===== src/rtl/mips_ctrl_pkg.sv =====
// Shared opcode/funct values, status codes, FSM states and instruction classes
// for the multi-cycle MIPS control unit.
package mips_ctrl_pkg;

  localparam logic [5:0] OP_RTYPE = 6'd0;
  localparam logic [5:0] OP_LW    = 6'd35;
  localparam logic [5:0] OP_SW    = 6'd43;
  localparam logic [5:0] OP_BEQ   = 6'd4;
  localparam logic [5:0] OP_BMN   = 6'd21;
  localparam logic [5:0] OP_BZ    = 6'd24;
  localparam logic [5:0] OP_JALM  = 6'd19;
  localparam logic [5:0] OP_JSPAL = 6'd22;
  localparam logic [5:0] FN_BRZ   = 6'd20;
  localparam logic [5:0] FN_JMOR  = 6'd37;

  localparam logic [2:0] ST_NONE  = 3'b000;
  localparam logic [2:0] ST_BMN   = 3'b001;
  localparam logic [2:0] ST_BRZ   = 3'b010;
  localparam logic [2:0] ST_BZ    = 3'b011;
  localparam logic [2:0] ST_JMOR  = 3'b100;
  localparam logic [2:0] ST_JALM  = 3'b101;
  localparam logic [2:0] ST_JSPAL = 3'b110;
  localparam logic [2:0] ST_BEQ   = 3'b111;

  typedef enum logic [3:0] {
    S_FETCH    = 4'd0,
    S_DECODE   = 4'd1,
    S_MEM_ADDR = 4'd2,
    S_MEM_RD   = 4'd3,
    S_MEM_WR   = 4'd4,
    S_WB_MEM   = 4'd5,
    S_EXEC_R   = 4'd6,
    S_WB_R     = 4'd7,
    S_BRANCH   = 4'd8,
    S_JUMP_EXT = 4'd9,
    S_DONE     = 4'd10,
    S_HALT     = 4'd11
  } state_t;

  typedef enum logic [3:0] {
    C_RTYPE, C_LW, C_SW, C_BEQ, C_BMN, C_BRZ, C_BZ,
    C_JMOR, C_JALM, C_JSPAL, C_ILLEGAL
  } iclass_t;

endpackage


===== src/rtl/mips_mc_control_if.sv =====
// Shared-memory request/ready handshake between the control FSM and memory.
interface mips_mc_control_if;
  logic mem_req;
  logic mem_we;
  logic iord;
  logic mem_ready;

  modport master (output mem_req, mem_we, iord, input mem_ready);
  modport slave  (input mem_req, mem_we, iord, output mem_ready);
endinterface


===== src/rtl/mips_ctrl_decode.sv =====
// Combinational instruction classifier: opcode/funct -> class and status code.
module mips_ctrl_decode
  import mips_ctrl_pkg::*;
#(
  parameter int EXT_EN = 1
) (
  input  logic [5:0] opcode,
  input  logic [5:0] funct,
  output iclass_t    iclass,
  output logic [2:0] status
);

  // NOTE: every output gets a default before the case so no latch is inferred.
  always_comb begin
    iclass = C_ILLEGAL;
    status = ST_NONE;
    case (opcode)
      OP_RTYPE: begin
        if (funct == FN_BRZ) begin
          iclass = C_BRZ;  status = ST_BRZ;
        end else if (funct == FN_JMOR) begin
          iclass = C_JMOR; status = ST_JMOR;
        end else begin
          iclass = C_RTYPE;
        end
      end
      OP_LW:    iclass = C_LW;
      OP_SW:    iclass = C_SW;
      OP_BEQ:   begin iclass = C_BEQ;   status = ST_BEQ;   end
      OP_BMN:   begin iclass = C_BMN;   status = ST_BMN;   end
      OP_BZ:    begin iclass = C_BZ;    status = ST_BZ;    end
      OP_JALM:  begin iclass = C_JALM;  status = ST_JALM;  end
      OP_JSPAL: begin iclass = C_JSPAL; status = ST_JSPAL; end
      default:  ;
    endcase
    // Extended ops trap as illegal when the extension is disabled.
    if (EXT_EN == 0 && iclass inside {C_BMN, C_BRZ, C_BZ, C_JMOR, C_JALM, C_JSPAL}) begin
      iclass = C_ILLEGAL;
      status = ST_NONE;
    end
  end

endmodule


===== src/rtl/mips_mc_control.sv =====
// Multi-cycle MIPS control FSM: sequences fetch/decode/execute/memory/writeback
// around a req/ready memory, with timeout trap and retired-instruction counter.
module mips_mc_control
  import mips_ctrl_pkg::*;
#(
  parameter int MEM_TIMEOUT = 15,
  parameter int CNT_W       = 16,
  parameter int EXT_EN      = 1
) (
  input  logic             clk,
  input  logic             rst_n,
  input  logic [5:0]       opcode,
  input  logic [5:0]       funct,
  mips_mc_control_if.master mem,
  output logic             ir_write,
  output logic             pc_write,
  output logic             pc_write_cond,
  output logic [1:0]       pc_source,
  output logic             alu_src_a,
  output logic [1:0]       alu_src_b,
  output logic [1:0]       alu_op,
  output logic             reg_write,
  output logic             reg_dst,
  output logic             mem_to_reg,
  output logic [2:0]       status,
  output logic             err,
  output logic [3:0]       state_o,
  output logic [CNT_W-1:0] retired
);

  localparam logic [7:0] TMO_LAST = 8'(MEM_TIMEOUT - 1);

  state_t     state, state_n;
  iclass_t    dec_class, iclass_q;
  logic [2:0] dec_status;
  logic [7:0] tmo_cnt;
  logic       mem_wait, timeout;

  mips_ctrl_decode #(.EXT_EN(EXT_EN)) u_decode (
    .opcode (opcode),
    .funct  (funct),
    .iclass (dec_class),
    .status (dec_status)
  );

  always_comb begin
    state_n       = state;
    mem.mem_req   = 1'b0;
    mem.mem_we    = 1'b0;
    mem.iord      = 1'b0;
    ir_write      = 1'b0;
    pc_write      = 1'b0;
    pc_write_cond = 1'b0;
    pc_source     = 2'd0;
    alu_src_a     = 1'b0;
    alu_src_b     = 2'd0;
    alu_op        = 2'd0;
    reg_write     = 1'b0;
    reg_dst       = 1'b0;
    mem_to_reg    = 1'b0;
    mem_wait      = state inside {S_FETCH, S_MEM_RD, S_MEM_WR};
    timeout       = mem_wait && !mem.mem_ready && (tmo_cnt == TMO_LAST);

    // NOTE: decoding is gated by rst_n so an in-flight request drops the
    // moment reset asserts, without waiting for a clock edge.
    if (rst_n) begin
      case (state)
        S_FETCH: begin
          mem.mem_req = 1'b1;
          alu_src_b   = 2'd1;
          if (mem.mem_ready) begin
            ir_write = 1'b1;
            pc_write = 1'b1;
            state_n  = S_DECODE;
          end
        end
        S_DECODE: begin
          alu_src_b = 2'd3;
          case (dec_class)
            C_LW, C_SW, C_BMN, C_JALM: state_n = S_MEM_ADDR;
            C_RTYPE:                   state_n = S_EXEC_R;
            C_BRZ, C_JMOR, C_JSPAL:    state_n = S_JUMP_EXT;
            C_BEQ, C_BZ:               state_n = S_BRANCH;
            default:                   state_n = S_HALT;
          endcase
        end
        S_MEM_ADDR: begin
          alu_src_a = 1'b1;
          alu_src_b = 2'd2;
          state_n   = (iclass_q == C_SW) ? S_MEM_WR : S_MEM_RD;
        end
        S_MEM_RD: begin
          mem.mem_req = 1'b1;
          mem.iord    = 1'b1;
          if (mem.mem_ready) state_n = (iclass_q == C_LW) ? S_WB_MEM : S_JUMP_EXT;
        end
        S_MEM_WR: begin
          mem.mem_req = 1'b1;
          mem.mem_we  = 1'b1;
          mem.iord    = 1'b1;
          if (mem.mem_ready) state_n = S_DONE;
        end
        S_WB_MEM: begin
          reg_write  = 1'b1;
          mem_to_reg = 1'b1;
          state_n    = S_DONE;
        end
        S_EXEC_R: begin
          alu_src_a = 1'b1;
          alu_op    = 2'd2;
          state_n   = S_WB_R;
        end
        S_WB_R: begin
          reg_write = 1'b1;
          reg_dst   = 1'b1;
          state_n   = S_DONE;
        end
        S_BRANCH: begin
          alu_src_a     = 1'b1;
          alu_op        = 2'd1;
          pc_write_cond = 1'b1;
          pc_source     = 2'd1;
          state_n       = S_DONE;
        end
        S_JUMP_EXT: begin
          pc_write_cond = 1'b1;
          pc_source     = (iclass_q inside {C_BMN, C_JALM, C_JMOR}) ? 2'd2 : 2'd1;
          if (iclass_q inside {C_JMOR, C_JALM, C_JSPAL}) begin
            reg_write  = 1'b1;
            reg_dst    = 1'b1;
            mem_to_reg = 1'b1;
          end
          state_n = S_DONE;
        end
        S_DONE:  state_n = S_FETCH;
        S_HALT:  ;
        default: state_n = S_HALT;
      endcase
      if (timeout) state_n = S_HALT;
    end
  end

  // NOTE: sequential state uses non-blocking assignments only.
  always_ff @(posedge clk or negedge rst_n) begin
    if (!rst_n) begin
      state    <= S_FETCH;
      iclass_q <= C_RTYPE;
      status   <= ST_NONE;
      tmo_cnt  <= 8'd0;
      err      <= 1'b0;
      retired  <= '0;
    end else begin
      state   <= state_n;
      tmo_cnt <= (mem_wait && !mem.mem_ready && !timeout) ? tmo_cnt + 8'd1 : 8'd0;
      if (state == S_DECODE) begin
        status   <= dec_status;
        iclass_q <= dec_class;
      end
      if (state_n == S_HALT && state != S_HALT) err <= 1'b1;
      if (state == S_DONE) retired <= retired + 1'b1;
    end
  end

  assign state_o = state;

endmodule


===== src/flat_wrapper.sv =====
// flat-port wrapper written by rule: the top's interface ports become plain ports
module mips_mc_control_flat import mips_ctrl_pkg::*;
#(
  parameter int MEM_TIMEOUT = 15,
  parameter int CNT_W       = 16,
  parameter int EXT_EN      = 1
)
  (clk, rst_n, opcode, funct, ir_write, pc_write, pc_write_cond, pc_source, alu_src_a, alu_src_b, alu_op, reg_write, reg_dst, mem_to_reg, status, err, state_o, retired, mem_mem_req, mem_mem_we, mem_iord, mem_mem_ready);
  mips_mc_control_if mem_i ();
  input  logic clk;
  input  logic rst_n;
  input  logic [5:0] opcode;
  input  logic [5:0] funct;
  output logic ir_write;
  output logic pc_write;
  output logic pc_write_cond;
  output logic [1:0] pc_source;
  output logic alu_src_a;
  output logic [1:0] alu_src_b;
  output logic [1:0] alu_op;
  output logic reg_write;
  output logic reg_dst;
  output logic mem_to_reg;
  output logic [2:0] status;
  output logic err;
  output logic [3:0] state_o;
  output logic [CNT_W-1:0] retired;
  output wire logic [$bits(mem_i.mem_req)-1:0] mem_mem_req;
  output wire logic [$bits(mem_i.mem_we)-1:0] mem_mem_we;
  output wire logic [$bits(mem_i.iord)-1:0] mem_iord;
  input wire logic [$bits(mem_i.mem_ready)-1:0] mem_mem_ready;
  assign mem_mem_req = mem_i.mem_req;
  assign mem_mem_we = mem_i.mem_we;
  assign mem_iord = mem_i.iord;
  assign mem_i.mem_ready = mem_mem_ready;
  mips_mc_control #(.MEM_TIMEOUT(MEM_TIMEOUT), .CNT_W(CNT_W), .EXT_EN(EXT_EN)) u_core (.clk(clk), .rst_n(rst_n), .opcode(opcode), .funct(funct), .mem(mem_i), .ir_write(ir_write), .pc_write(pc_write), .pc_write_cond(pc_write_cond), .pc_source(pc_source), .alu_src_a(alu_src_a), .alu_src_b(alu_src_b), .alu_op(alu_op), .reg_write(reg_write), .reg_dst(reg_dst), .mem_to_reg(mem_to_reg), .status(status), .err(err), .state_o(state_o), .retired(retired));
endmodule

===== config.mk =====
export PLATFORM = sky130hd
export DESIGN_NAME = mips_mc_control_flat
export DESIGN_NICKNAME = d
export VERILOG_FILES = /design/src/rtl/mips_ctrl_pkg.sv /design/src/rtl/mips_mc_control_if.sv /design/src/rtl/mips_ctrl_decode.sv /design/src/rtl/mips_mc_control.sv /design/src/flat_wrapper.sv
export SDC_FILE = /design/constraint.sdc
export NUM_CORES = 1
export LEC_CHECK = 0
export BUFFER_PORTS_ARGS = -buffer_cell sky130_fd_sc_hd__buf_2
export CAP_MARGIN = 10
export CORE_MARGIN = 3
export CORE_UTILIZATION = 53
export CTS_CLUSTER_DIAMETER = 100
export CTS_CLUSTER_SIZE = 30
export DETAILED_ROUTE_END_ITERATION = 12
export GPL_TIMING_DRIVEN = 0
export PLACE_DENSITY = 0.81
export SYNTH_ARGS = -nofsm -noshare
export SYNTH_HDL_FRONTEND = slang
export SYNTH_SLANG_ARGS = --single-unit

===== constraint.sdc =====
create_clock -name clk -period 2.7 [get_ports clk]
set_input_delay 0.27 -clock clk [delete_from_list [all_inputs] [get_ports clk]]
set_output_delay 0.27 -clock clk [all_outputs]
set_load 0.02 [all_outputs]

==> flow_metrics.tcl, run 1 <==
set metrics [dict create \
    synth_area_um2 2420 \
    die_h_um 73.6 \
    tightest_slew_ps 450 \
    maxCapViolCount 0 \
    drc 0 \
    avgSynthCellArea_um2 8.86 \
    whs_path_depth 4 \
    grt.total_usage_pct 20.6 \
    antenna_found_initial 0 \
    period_minus_slack_ps 2160 \
    fillers 352 \
    portBuffers 51 \
    synth_area_leader_cell "dfrtp_1" \
    syn_inst 273 \
    cp_max_fo 10 \
    die-area_um2 5410 \
    rows 23 \
    placed_cell_area_um2 2740 \
    fin_tns_setup_ps 0 \
    synth_top_area_share_pct 37.2 \
    final.setup_skew_ps 9.78 \
    timing.rr.start "u_core.tmo_cnt[0]" \
    grt_pass1_vias 1984 \
    ys_types 61 \
    yosysMostFrequentCell "dfrtp_1" \
    area_delta_synth_final_pct 18.4 \
    startpoint_type "register" \
    r2r-end "u_core.err" \
    grt_start_max_net_pins 38 \
    wire_per_inst_um 14.2 \
    cts_tree "done" \
    initial_core_util_pct 57.6 \
    yosys-top-cells-area "dfrtp_1, nor2_1, xnor2_1" \
    firstDrtPassIters 5 \
    ys_ff_latch 36 \
    relSlewSlack_pct 69.6 \
    synth-edff-count 0 \
    ant_nets 0 \
    globalplace.congestion 0.874 \
    drtIter0Drc 194 \
    crit_path_end_kind "output port" \
    num_antenna_cells 0 \
    r2r_cells 8 \
    rsz0062_at_grt "false" \
    die_x_um 73.6 \
    ios 55 \
    grt_overflow 0 \
    finalHoldViolations 0 \
    fin_crit_sh_pct 80.0 \
    cp-startpoint "u_core.state_o[3]" \
    finalNetCount 352 \
    post_drt_via_cell_ratio 5.70 \
    final_area_um2 2870 \
    clkLatencyLatePin_ps 280 \
    hold_start "funct[5]" \
    cts_setup_buffers 0 \
    whs_endpoint "u_core.status[1]" \
    max_freq_mhz 463 \
    synthFlopType "dfrtp_1" \
    async_flop_share_pct 100 \
    slew_viol_final 0 \
    hp-class "in -> reg" \
    synth_commonest_cells "dfrtp_1, nor2_1, nand2_1" \
    routed_wl_um 5470 \
    synth_seq_area_share_pct 37.2 \
    peakVddDrop_uv 637 \
    coreArea_um2 4200 \
    status "completed" \
    cts_sinks 36 \
    yosys_warnings 0 \
    drive_gt1_share_pct 27.5 \
    critPathArrivalTime_ps 1890 \
    root_buffer "clkbuf_8" \
    crit_type "reg -> out" \
    cts.clk_slew.worst_paths_ps 70 \
    reg2reg_slack_ps 730 \
    via_count 2193 \
    dp_hpwl_um 4020 \
    numCtsBuffers 5 \
    p_leak_nw 1.33 \
    finalSetupViolations 0 \
    cts_max_path_buffers 2 \
    synth_nets 291 \
    cp.required_ps 2430 \
    pwr_density_cell_nw_per_um2 720 \
    grt_pass1_wl_um 8830 \
    htreeDepth 2 \
]
## what timing repair did
item | in CTS | in global routing
hold endpoints to repair | 0 | 10
endpoints found under the setup margin | 0 | 3
gates resized for setup | 0 | 1
hold buffers | 0 | 3
## worst max path at each step
stage,to,slack [ps],cells after the start
global route,pc_write,340,6
detailed placement,reg_dst,70,7
CTS,reg_dst,80,7
global placement,reg_dst,100,7
floorplan,mem_to_reg,530,5
finish,pc_write,540,6
## power by group
part           total [mW]  switching [mW]  internal, mW
logic               0.921           0.567         0.353
registers           0.778           0.124         0.653
clock network       0.364           0.180         0.184
## cell families after synthesis
kind of cell	count (synthesis)	share of synthesized area, %
flip-flops	36	37.2
XOR/XNOR	25	9.05
multiplexers	4	1.86
AO/OA/AOI/OAI	61	17.0
AND/OR/NAND/NOR	120	27.8
buffers and inverters	24	5.53
adder cells (fa/ha/maj)	3	1.55
## sequential cells by signal, summed over array words and instances (netlist names)
signal           count
u_core.tmo_cnt       8
u_core.state_o       4
u_core.err           1
u_core.iclass_q      4
u_core.status        3
u_core.retired      16
## metal layers
metal	GRT usage, %	vias to the layer above	routed length (µm)
li1	-	1092	-
met3	4.51	6	372
met2	32.6	75	2530
met1	28.3	1020	2520
met5	0	-	0
met4	6.04	0	47
## cell type report
type,instances,area [µm²],share of cell area (%)
plain buffers,18,111,3.89
clock buffers,7,76.3,2.66
clock inverters,1,8.76,0.306
inverters,6,22.5,0.786
multi-input cells,213,1390,48.3
flip-flops and latches,36,901,31.4
well taps,50,62.6,2.18
repair buffers,54,298,10.4
## critical path, stage by stage (launching register included)
cell	delay (ps)
dfrtp_1	380
buf_2	190
clkbuf_1	240
nand2b_1	260
nor3_1	250
buf_4	140
buf_2	150
## cell usage in the layout (no fill, tap or decap), types with 3 or more instances in the layout
cell type / n
nand2_1: 22
nand3_1: 10
clkbuf_8: 5
clkbuf_1: 7
o21ai_0: 9
o21a_1: 3
dfrtp_1: 36
a21o_1: 3
buf_4: 6
nand2b_1: 4
nor4b_1: 3
a211oi_1: 3
xnor2_1: 14
nand4_1: 4
mux2_2: 4
nor3b_1: 3
o22ai_1: 3
and3_1: 4
xor2_1: 11
nor2_1: 35
nor3_1: 11
ha_1: 3
buf_2: 55
inv_1: 5
a21oi_1: 19
## per-stage QoR
stage          power [mW]  hold WS, ps  utilization (%)  cells  setup WS [ps]
3_3_place_gp         1.67          393             65.2    374            105
5_1_grt              2.20          393             68.2    385            343
3_5_place_dp         1.69          402             65.2    374           70.0
6_report             2.06          366             68.2    385            540
2_1_floorplan        1.43        -25.6                -    273            527
4_1_cts              2.06         89.0             67.2    382           75.2
No activity file was read; power rests on OpenSTA's default activity.
==> run 2: changes to the inputs <==
==> constraint.sdc (replaced) <==
create_clock -name clk -period 2.1 [get_ports clk]
set_input_delay 0.21 -clock clk [delete_from_list [all_inputs] [get_ports clk]]
set_output_delay 0.21 -clock clk [all_outputs]
set_load 0.02 [all_outputs]
==> flow_metrics.tcl, run 2 (same netlist as run 1, synthesis figures left out) <==
set metrics [dict create \
    status "completed" \
    wire_per_inst_um 14.3 \
    numCtsBuffers 5 \
    die_h_um 73.6 \
    startpoint_type "register" \
    rsz0062_at_grt "true" \
    reg2reg_slack_ps 110 \
    cp.required_ps 2270 \
    critPathArrivalTime_ps 2160 \
    largest_reg_flops 16 \
    ios 55 \
    r2r_cells 8 \
    cpPeakStageDelay_ps 410 \
    tightest_slew_ps 484 \
    crit_path_end_kind "register" \
    die_x_um 73.6 \
    dp_hpwl_um 4020 \
    crit_slowest_cell "dfrtp_2" \
    dp_cells 374 \
    cts_max_path_buffers 2 \
    finalNetCount 350 \
    regMostFlops "u_core.retired" \
    mostFrequentLayoutCells "buf_2, nor2_1, dfrtp_1" \
    hp-class "in -> reg" \
    cp_cell_sequence "inv_1, ha_1, nor3b_1, nand3_1, o41ai_4, a21o_1, or3b_1, a41o_1" \
    stdcell_count 383 \
    grt_pass1_vias 1950 \
    period_minus_slack_ps 1990 \
    num_antenna_cells 0 \
    area_delta_synth_final_pct 19.4 \
    whs_path_depth 4 \
    grt.total_usage_pct 21.7 \
    die-area_um2 5410 \
    power_mw 2.69 \
    drive_gt1_share_pct 29.4 \
    drc 0 \
    p_leak_nw 1.35 \
    reg_top3 "u_core.retired (16), u_core.tmo_cnt (8)" \
    ant_nets 0 \
    timing.rr.start "u_core.tmo_cnt[0]" \
    cp_max_fo 5 \
    fillers 366 \
    globalplace.congestion 0.876 \
    clkLatencyLatePin_ps 290 \
    grt_overflow 0 \
    portBuffers 51 \
    antenna_found_initial 0 \
    hold_start "funct[5]" \
    maxCapViolCount 0 \
    coreArea_um2 4200 \
    firstDrtPassIters 4 \
    r2r-end "u_core.err" \
    finalHoldViolations 0 \
    post_drt_via_cell_ratio 5.67 \
    grt_start_max_net_pins 37 \
    worst-path-buf-inv 1 \
    initial_core_util_pct 57.6 \
    cts_tree "done" \
    final.setup_skew_ps 10.5 \
    slew_viol_final 0 \
    layout_commonest_cell "buf_2" \
    rows 23 \
    root_buffer "clkbuf_8" \
    drtIter0Drc 138 \
    relSlewSlack_pct 67.5 \
    whs_endpoint "u_core.status[1]" \
    peakVddDrop_uv 729 \
    crit_family "simple AND/OR/NAND/NOR gates" \
    fin_crit_sh_pct 94.6 \
    cts_sinks 36 \
    final-seq-area_um2 902 \
    htreeDepth 2 \
    pwr_density_cell_nw_per_um2 932 \
    multiInputGateArea_um2 1410 \
    max_freq_mhz 503 \
    routed_wl_um 5470 \
    cts.clk_slew.worst_paths_ps 70 \
    via_count 2172 \
    finalSetupViolations 0 \
    grt_pass1_wl_um 9190 \
    crit_type "reg -> reg" \
]
## run 2: cell types whose count changed in the layout (fill, tap and decap cells not counted), sizes merged
cell	previous run	this run
buf	64	65
dlygate4sd3	2	1
clkbuf	13	11
## run 2: layer usage
layer | global-route usage, % | vias to the layer above | share of wire, %
met2 | 33.8 | 72 | 46
li1 | - | 1086 | -
met5 | 0 | - | 0
met4 | 6.24 | 0 | 1.2
met1 | 30.9 | 1006 | 47
met3 | 4.10 | 8 | 5.4
## run 2: final cells by class
cell class,instances,share of cell area (%)
timing repair buffer,53,10.1
inverter,6,0.779
multi-input combinational,213,48.9
buffer,17,3.94
clock buffer,7,2.64
clock inverter,1,0.303
tap,50,2.16
sequential,36,31.2
## run 2: worst register-to-register path, stage by stage, from the launching register on
cell and delay [ps]:
dfrtp_2 410, inv_1 70, ha_1 180, nor3b_1 130, nand3_1 150, o41ai_4 110
a21o_1 200, or3b_1 390, a41o_1 230
## run 2: what timing repair did
action,in CTS,in global routing
pin swaps,0,0
buffers inserted,0,0
endpoints found under the setup margin,11,9
gates resized for setup,2,12
hold buffers,2,0
endpoints found under the hold margin,36,0
## run 2: stage by stage
| stage | hold slack [ps] | util (%) | TNS, ps | cell area (µm²) | setup slack, ps |
|---|---|---|---|---|---|
| 2_1_floorplan | -85.6 | - | 0 | 2420 | 33.8 |
| 3_3_place_gp | 333 | 65.3 | -1670 | 2740 | -259 |
| 3_5_place_dp | 340 | 65.3 | -2180 | 2740 | -319 |
| 4_1_cts | 297 | 68.1 | 0 | 2860 | 109 |
| 5_1_grt | 355 | 68.8 | -1.13 | 2890 | -1.13 |
| 6_report | 301 | 68.8 | 0 | 2890 | 113 |
## run 2: worst max-delay path by stage
stage / from / to / slack [ps] / cells after the start
2_1_floorplan: u_core.state_o[3] / pc_write / 30 / 5
3_3_place_gp: rst_n / reg_dst / -260 / 7
3_5_place_dp: rst_n / mem_to_reg / -320 / 7
4_1_cts: u_core.state_o[2] / mem_to_reg / 110 / 5
5_1_grt: u_core.state_o[0] / pc_write / -1 / 6
6_report: u_core.tmo_cnt[0] / u_core.err / 110 / 8
## run 2: power by group
part | internal, mW | switching, mW | total (mW)
Combinational | 0.470 | 0.744 | 1.21
Clock | 0.237 | 0.242 | 0.479
Sequential | 0.841 | 0.160 | 1.00
==> run 3: changes to the inputs <==
--- a/config.mk
+++ b/config.mk
@@ -5,6 +5,7 @@
 export SDC_FILE = /design/constraint.sdc
 export NUM_CORES = 1
 export LEC_CHECK = 0
+export ABC_AREA = 1
 export BUFFER_PORTS_ARGS = -buffer_cell sky130_fd_sc_hd__buf_2
 export CAP_MARGIN = 10
 export CORE_MARGIN = 3
==> flow_metrics.tcl, run 3 <==
set metrics [dict create \
    status "completed" \
    grt_pass1_vias 2045 \
    crit_path_end_kind "output port" \
    final-seq-area_um2 901 \
    wire_per_inst_um 11.8 \
    portBuffers 54 \
    yosysMostFrequentCell "nor2_1" \
    die-area_um2 5360 \
    cp.required_ps 1890 \
    drc 0 \
    ant_nets 0 \
    synth_seq_area_share_pct 37.7 \
    critPathArrivalTime_ps 1750 \
    peakVddDrop_uv 575 \
    area_delta_synth_final_pct 19.1 \
    synth-edff-count 0 \
    avgSynthCellArea_um2 7.27 \
    finalSetupViolations 0 \
    final.setup_skew_ps 6.30 \
    async_flop_share_pct 100 \
    rsz0062_at_grt "false" \
    cts_tree "done" \
    drive_gt1_share_pct 26.2 \
    routed_wl_um 5240 \
    numCtsBuffers 5 \
    num_antenna_cells 0 \
    fillers 357 \
    routed.top_layer "met4" \
    reg_top3 "u_core.retired (16), u_core.tmo_cnt (8)" \
    period_minus_slack_ps 1960 \
    maxCapViolCount 0 \
    post_drt_via_cell_ratio 5.12 \
    grt_pass1_wl_um 8770 \
    placed_cell_area_um2 2730 \
    slew_viol_final 0 \
    die_x_um 73.2 \
    cts_setup_buffers 0 \
    wl_met1_um 2330 \
    synth_area_um2 2390 \
    ios 55 \
    routed-wl-met2_um 2490 \
    dp_hpwl_um 4110 \
    regMostFlops "u_core.retired" \
    cts.clk_slew.worst_paths_ps 70 \
    multiInputGateArea_um2 1240 \
    root_buffer "clkbuf_8" \
    synth_commonest_cells "nor2_1, inv_1, nand2_1" \
    wl_met3_um 331 \
    tightest_slew_ps 421 \
    fin_tns_setup_ps 0 \
    largest_reg_flops 16 \
    startpoint_type "register" \
    synth_nets 347 \
    via_count 2269 \
    yosys_warnings 0 \
    relSlewSlack_pct 71.9 \
    crit_type "reg -> out" \
    hp-class "in -> reg" \
    drtIter0Drc 147 \
    yosys-top-cells-area "dfrtp_1, nor2_1, inv_1" \
    finalNetCount 410 \
    rows 23 \
    synth_area_leader_cell "dfrtp_1" \
    clkLatencyLatePin_ps 300 \
    synthFlopType "dfrtp_1" \
    mostFrequentLayoutCells "nor2_1, buf_2, inv_1, nand2_1, dfrtp_1" \
    initial_core_util_pct 57.3 \
    max_freq_mhz 509 \
    coreArea_um2 4170 \
    cts_max_path_buffers 2 \
    antenna_found_initial 0 \
    die_h_um 73.2 \
    finalHoldViolations 0 \
    cts_sinks 36 \
    syn_inst 329 \
    grt_overflow 0 \
    p_leak_nw 1.56 \
    pwr_density_cell_nw_per_um2 953 \
    firstDrtPassIters 5 \
    fin_crit_sh_pct 93.5 \
    ys_ff_latch 36 \
    layout_commonest_cell "nor2_1" \
    globalplace.congestion 0.939 \
    cp_max_fo 9 \
    synth_top_area_share_pct 37.7 \
    grt_start_max_net_pins 44 \
    final_area_um2 2850 \
    grt.total_usage_pct 21.1 \
    htreeDepth 2 \
    ys_types 32 \
]
==> run 3: logic make-up after synthesis <==
family / after synthesis / share of synthesized area (%)
mux: 1 / 0.471
compound gates: 24 / 6.17
xor+xnor: 17 / 6.22
buf+inv: 66 / 10.5
flops: 36 / 37.7
simple gates: 182 / 37.4
fa+ha+maj: 3 / 1.57
==> run 3: cell type report <==
type                    count  share of cell area (%)
multi-input cells         227                    43.5
flip-flops and latches     36                    31.6
repair buffers             56                    10.6
inverters                  64                    8.43
clock buffers               5                    2.41
well taps                  50                    2.19
clock inverters             3                   0.834
plain buffers               2                   0.395
==> run 3: final timing paths <==
path                              startpoint                  to  slack (ps)  cells after the start
max                        u_core.state_o[2]        alu_src_b[1]         140                      8
min                                    rst_n   u_core.state_o[2]         340                      4
max reg2reg                u_core.state_o[2]  u_core.retired[14]         330                      7
min reg2reg                 u_core.status[0]    u_core.status[0]         480                      1
max in group asynchronous              rst_n    u_core.status[1]        1370                      3
min in group asynchronous              rst_n   u_core.tmo_cnt[6]         550                      3
==> run 3: report_power, final <==
part | total, mW | internal (mW) | switching (mW)
Clock | 0.499 | 0.235 | 0.264
Combinational | 1.22 | 0.405 | 0.815
Sequential | 0.996 | 0.833 | 0.164
Total | 2.72 | 1.47 | 1.24
==> run 3: timing repair <==
| item | CTS | global route |
|---|---|---|
| setup endpoints to repair | 0 | 6 |
| gates resized for setup | 0 | 1 |
| hold buffers | 0 | 2 |
| hold endpoints to repair | 0 | 36 |
==> run 3: routing by layer <==
layer	vias up	GRT usage, %
met1	1035	27.9
li1	1156	-
met3	8	5.79
met5	-	0
met2	70	33.0
met4	0	7.99
==> run 3: stage by stage <==
stage	instances	utilization (%)	hold slack [ps]	setup slack (ps)	power [mW]
after floorplan	329	-	-85.6	145	1.87
after global placement	433	65.3	374	51.9	2.19
after detailed placement	433	65.3	376	44.9	2.21
after CTS	441	67.5	50.1	38.2	2.73
after global routing	443	68.3	355	31.6	2.90
final	443	68.3	345	136	2.72
==> run 3: critical path, cell delays in order, from the launching register on <==
cell and delay, ps:
dfrtp_1 490, inv_2 120, nand2_2 100, inv_1 170
nand2_4 110, inv_2 150, nor2_1 70, nor2_1 80
buf_2 170
